==> src/rtl/sr_latch_arbiter_if.sv <==
// Request/grant and SR latch drive bundle for sr_latch_arbiter.
// Master drives requests; slave (the arbiter) drives the latch side.
interface sr_latch_arbiter_if #(
  parameter int NREQ = 4
);
  logic [NREQ-1:0] req;
  logic [NREQ-1:0] op;
  logic [NREQ-1:0] gnt;
  logic            s_out;
  logic            r_out;
  logic            busy;
  logic            done;
  logic            q_shadow;

  modport master (
    output req, op,
    input  gnt, s_out, r_out,
    input  busy, done, q_shadow
  );

  modport slave (
    input  req, op,
    output gnt, s_out, r_out,
    output busy, done, q_shadow
  );
endinterface

==> src/rtl/sr_latch_arbiter.sv <==
// Round-robin arbiter that serialises set/reset pulses onto one SR latch.
// Each operation: PULSE_W cycles of S or R drive, then GUARD_W idle cycles.
module sr_latch_arbiter #(
  parameter int NREQ    = 4,
  parameter int PULSE_W = 2,
  parameter int GUARD_W = 1
) (
  input logic               clk,
  input logic               rst_n,
  sr_latch_arbiter_if.slave bus
);
  localparam int PW   = (NREQ > 1) ? $clog2(NREQ) : 1;
  localparam int CMAX = (PULSE_W > GUARD_W) ? PULSE_W : GUARD_W;
  localparam int CW   = $clog2(CMAX + 1);

  typedef enum logic [1:0] {
    IDLE,
    PULSE,
    GUARD
  } state_t;

  state_t          state;
  logic [PW-1:0]   ptr;
  logic [CW-1:0]   cnt;
  logic            op_q;
  logic            ready;
  logic [NREQ-1:0] gnt_q;
  logic            s_q;
  logic            r_q;
  logic            busy_q;
  logic            done_q;
  logic            q_q;

  logic [PW-1:0]   win;
  logic            hit;
  logic [PW:0]     sum;
  logic [PW-1:0]   idx;

  // First requester at or after ptr, wrapping around
  always_comb begin
    win = '0;
    hit = 1'b0;
    sum = '0;
    idx = '0;
    for (int i = 0; i < NREQ; i++) begin
      sum = {1'b0, ptr} + (PW+1)'(i);
      if (sum >= (PW+1)'(NREQ))
        sum = sum - (PW+1)'(NREQ);
      idx = sum[PW-1:0];
      if (!hit && bus.req[idx]) begin
        hit = 1'b1;
        win = idx;
      end
    end
  end

  always_ff @(posedge clk or negedge rst_n) begin
    if (!rst_n) begin
      state  <= IDLE;
      ptr    <= '0;
      cnt    <= '0;
      op_q   <= 1'b0;
      ready  <= 1'b0;
      gnt_q  <= '0;
      s_q    <= 1'b0;
      r_q    <= 1'b0;
      busy_q <= 1'b0;
      done_q <= 1'b0;
      q_q    <= 1'b0;
    end else begin
      gnt_q  <= '0;
      done_q <= 1'b0;
      // Holds off grants for one edge after reset release
      ready  <= 1'b1;
      unique case (state)
        IDLE: begin
          if (ready && hit) begin
            state  <= PULSE;
            gnt_q  <= NREQ'(1) << win;
            op_q   <= bus.op[win];
            s_q    <= bus.op[win];
            r_q    <= ~bus.op[win];
            busy_q <= 1'b1;
            cnt    <= CW'(PULSE_W - 1);
            ptr    <= (win == PW'(NREQ - 1)) ? '0 : win + 1'b1;
          end
        end
        PULSE: begin
          if (cnt == '0) begin
            state <= GUARD;
            cnt   <= CW'(GUARD_W - 1);
            s_q   <= 1'b0;
            r_q   <= 1'b0;
            if (GUARD_W == 1) begin
              done_q <= 1'b1;
              q_q    <= op_q;
            end
          end else begin
            cnt <= cnt - 1'b1;
          end
        end
        GUARD: begin
          if (cnt == '0) begin
            state  <= IDLE;
            busy_q <= 1'b0;
          end else begin
            cnt <= cnt - 1'b1;
            if (cnt == CW'(1)) begin
              done_q <= 1'b1;
              q_q    <= op_q;
            end
          end
        end
        default: state <= IDLE;
      endcase
    end
  end

  assign bus.gnt      = gnt_q;
  assign bus.s_out    = s_q;
  assign bus.r_out    = r_q;
  assign bus.busy     = busy_q;
  assign bus.done     = done_q;
  assign bus.q_shadow = q_q;
endmodule

==> src/flat_wrapper.sv <==
// flat-port wrapper written by rule: the top's interface ports become plain ports
module sr_latch_arbiter_flat 
#(
  parameter int NREQ    = 4,
  parameter int PULSE_W = 2,
  parameter int GUARD_W = 1
)
  (clk, rst_n, bus_req, bus_op, bus_gnt, bus_s_out, bus_r_out, bus_busy, bus_done, bus_q_shadow);
  sr_latch_arbiter_if #(.NREQ(NREQ)) bus_i ();
  input logic clk;
  input logic rst_n;
  input wire logic [$bits(bus_i.req)-1:0] bus_req;
  input wire logic [$bits(bus_i.op)-1:0] bus_op;
  output wire logic [$bits(bus_i.gnt)-1:0] bus_gnt;
  output wire logic [$bits(bus_i.s_out)-1:0] bus_s_out;
  output wire logic [$bits(bus_i.r_out)-1:0] bus_r_out;
  output wire logic [$bits(bus_i.busy)-1:0] bus_busy;
  output wire logic [$bits(bus_i.done)-1:0] bus_done;
  output wire logic [$bits(bus_i.q_shadow)-1:0] bus_q_shadow;
  assign bus_i.req = bus_req;
  assign bus_i.op = bus_op;
  assign bus_gnt = bus_i.gnt;
  assign bus_s_out = bus_i.s_out;
  assign bus_r_out = bus_i.r_out;
  assign bus_busy = bus_i.busy;
  assign bus_done = bus_i.done;
  assign bus_q_shadow = bus_i.q_shadow;
  sr_latch_arbiter #(.NREQ(NREQ), .PULSE_W(PULSE_W), .GUARD_W(GUARD_W)) u_core (.clk(clk), .rst_n(rst_n), .bus(bus_i));
endmodule
==> config.mk <==
export PLATFORM = sky130hd
export DESIGN_NAME = sr_latch_arbiter_flat
export DESIGN_NICKNAME = d
export VERILOG_FILES = /design/src/rtl/sr_latch_arbiter_if.sv /design/src/rtl/sr_latch_arbiter.sv /design/src/flat_wrapper.sv
export SDC_FILE = /design/constraint.sdc
export NUM_CORES = 1
export LEC_CHECK = 0
export CELL_PAD_IN_SITES_DETAIL_PLACEMENT = 1
export CELL_PAD_IN_SITES_GLOBAL_PLACEMENT = 1
export CORE_MARGIN = 2
export CORE_UTILIZATION = 42
export CTS_CLUSTER_SIZE = 12
export DETAILED_ROUTE_END_ITERATION = 10
export PLACE_DENSITY = 0.82
export SLEW_MARGIN = 30
export SYNTH_ARGS = -nofsm -noshare
export SYNTH_HDL_FRONTEND = slang
export SYNTH_SLANG_ARGS = --single-unit
==> constraint.sdc <==
create_clock -name clk -period 5.7 [get_ports clk]
set_clock_uncertainty 0.15 [all_clocks]
set_input_delay 1.14 -clock clk [delete_from_list [all_inputs] [get_ports clk]]
set_output_delay 1.14 -clock clk [all_outputs]
set_load 0.02 [all_outputs]
==> flow_summary.toml <==
[floorplan]
ioPinCount = 19
die_y_um = 54.0
die_w_um = 54.0
core_area_um2 = 2430
dieArea_um2 = 2920
num_rows = 18
start_util_pct = 43.2

[clock_tree]
clock_tree.root_cell = "clkbuf_4"
cts_resized = 0
clkTransAtPathRegs_ns = 0.10
cts_buffers = 3
post-cts-setup-buffers = 0
clockBufferDepth = 2
cts_tree = "yes"
clock_sinks = 17
clk_latency_ns = 0.29
cts-htree-levels = 1
hold_buffers = 0

[detailed_routing]
drt_iter0_drc = 9
dr.pass1.iters = 3
routed_wl_um = 2390
avgRoutedWirePerCell_um = 14.9
dr_total_vias = 858
drtAntennaViolNets = 0
via_per_inst = 5.33
post-route-drc-count = 0

[logic_synthesis]
syn-cell-area_um2 = 1050
ys_seq_area_share_pct = 40.5
ys_types = 34
syn_avg_cell_area_um2 = 9.37
yosys_warnings = 0
ys_ff_latch = 17
synth_nets = 133
synth_cells = 112

[power_and_ir_drop]
power.density_nw_per_um2 = 469
combPwrFrac_pct = 55.9
switching_share_pct = 44.0
power_leakage_nw = 0.600
vdd_drop_max_mv = 0.293
p_int_uw = 336
p_seq_share_pct = 33.3
p_sw_uw = 264
power_frac_clock_pct = 10.8

[timing]
period_share_pct = 51.3
rsz0062_at_grt = "false"
hold_violations = 0
period_needed_ns = 2.92
tns_ns = 0
finalSetupViolCount = 0
maxSlewViolCount = 0
tightest_slew_ns = 0.785
fmax_ghz = 0.342
relSlewSlack_pct = 47.5

[place]
post-dp-hpwl_um = 1880
placed_area_um2 = 1250
gp_congestion = 0.729
portBuffers = 18

[global_route]
grt_max_degree = 18
grt_usage_pct = 19.5
grt_overflow = 0
antenna_found_initial = 0
first_global_vias = 919
grt_pass1_wl_um = 4020

[setup_path]
end_kind = "flop"
worstSetupPathType = "in2reg"
cp-start-kind = "input port"
worstPathRequired_ns = 5.73
cp.arrival_ns = 2.96
critical_path_peak_fanout = 7

[layout]
fin_area_um2 = 1280
fin_nets = 153
final_common_cell = "clkdlybuf4s50_1"
final_layout_size_suffix_gt1_share_pct = 7.63
areaGrowthSynthToFinish_pct = 21.8
fill_cells = 294
antenna_cells = 0
regArea_um2 = 425
final_cell_mix = "clkdlybuf4s50_1 (18), dfrtp_1 (17), nand2_1 (14)"
multi_input_area_um2 = 568

[status]
outcome = "complete, no violations"

[flow_run]
drv_cap = 0

[min_path]
hp-class = "reg2reg"
area by class of cell:
type / instances / share of cell area, %
Clock buffer: 4 / 2.05
Sequential cell: 17 / 33.3
Tap cell: 30 / 2.94
Timing Repair Buffer: 18 / 14.1
Multi-Input combinational cell: 81 / 44.4
Inverter: 11 / 3.23
per-stage QoR:
step                      power, mW  util [%]  worst slack, ns  instances  hold slack (ns)
after floorplan               0.430         -             3.26        112            0.296
after global placement        0.521      51.5             2.52        157            0.326
after detailed placement      0.539      51.5             2.46        157            0.336
after CTS                     0.607      52.6             2.78        161            0.369
after global routing          0.660      52.6             2.66        161            0.403
final                         0.600      52.6             2.78        161            0.362
logic make-up after synthesis:
logic type	after synthesis	share of synthesized area, %
other	1	0.357
buffers and inverters	14	5.36
AOI/OAI and AO/OA	27	17.6
and+or+nand+nor	37	18.0
adders and majority gates	11	13.1
DFF	17	40.5
muxes	5	5.01
worst paths after layout:
kind,depth (start not counted),start,endpoint,slack (ns)
min in group asynchronous,1,rst_n,u_core.bus.gnt[3]$_DFF_PN0_,1.15
max in group asynchronous,1,rst_n,u_core.bus.gnt[2]$_DFF_PN0_,3.76
hold reg to reg,2,u_core.op_q$_DFFE_PN0P_,u_core.op_q$_DFFE_PN0P_,0.36
hold / removal,2,u_core.op_q$_DFFE_PN0P_,u_core.op_q$_DFFE_PN0P_,0.36
setup / recovery,7,bus_req[0],u_core.bus.r_out$_DFFE_PN0P_,2.78
setup reg to reg,6,u_core.ptr[1]$_DFFE_PN0P_,u_core.bus.r_out$_DFFE_PN0P_,3.71
critical path, stage by stage:
cell             delay, ns
clkdlybuf4s50_1       0.63
a21oi_1               0.10
o21ai_0               0.14
o2bb2a_1              0.26
inv_1                 0.11
mux2_2                0.36
a31o_1                0.21
metal layers:
layer / up-vias / wire (um) / global-route usage (%)
met5: - / 0 / 0
met4: 0 / 8 / 6.25
met3: 2 / 88 / 2.78
met2: 13 / 1310 / 37.8
met1: 430 / 981 / 21.4
li1: 413 / - / -
synth_stat cells:
master / n / area share [%]
nand3b_1: 1 / 0.72
o2bb2a_1: 1 / 0.95
nand2_1: 14 / 5.0
o41ai_4: 1 / 2.6
conb_1: 1 / 0.36
nor2b_1: 1 / 0.60
nand3_1: 2 / 0.95
a21oi_1: 7 / 3.3
mux2_2: 2 / 2.1
o21a_1: 1 / 0.72
and3_4: 1 / 1.1
a22oi_1: 3 / 2.1
inv_1: 10 / 3.6
inv_2: 1 / 0.36
a21boi_0: 1 / 0.72
a31o_1: 1 / 0.83
a31oi_1: 1 / 0.60
clkbuf_1: 2 / 0.72
o21ai_1: 1 / 0.48
nor2_1: 8 / 2.9
and3_1: 1 / 0.60
o21ai_0: 8 / 3.8
nand2b_1: 1 / 0.60
o22a_1: 1 / 0.83
buf_4: 1 / 0.72
nor3_1: 1 / 0.48
and2_1: 4 / 2.4
o22ai_1: 1 / 0.60
mux2i_1: 3 / 2.9
dfrtp_1: 17 / 41
nor3_4: 1 / 1.5
or2_2: 1 / 0.60
or3_1: 1 / 0.60
ha_1: 11 / 13
flip-flops by register name, summed over array words and instances (netlist names):
register             count
u_core.bus.s_out         1
u_core.ready             1
u_core.bus.gnt           4
u_core.bus.busy          1
u_core.bus.r_out         1
u_core.bus.done          1
u_core.bus.q_shadow      1
u_core.cnt               2
u_core.ptr               2
u_core.op_q              1
u_core.state             2
power groups by stage:
stage	clock network [mW]	registers [mW]	logic (mW)
after floorplan	0	0.212	0.217
final	0.0647	0.200	0.336
after global placement	0	0.198	0.323
after detailed placement	0	0.202	0.337
after CTS	0.0683	0.199	0.339
after global routing	0.0726	0.205	0.383
Note: power is estimated with default switching activity, not from simulation.
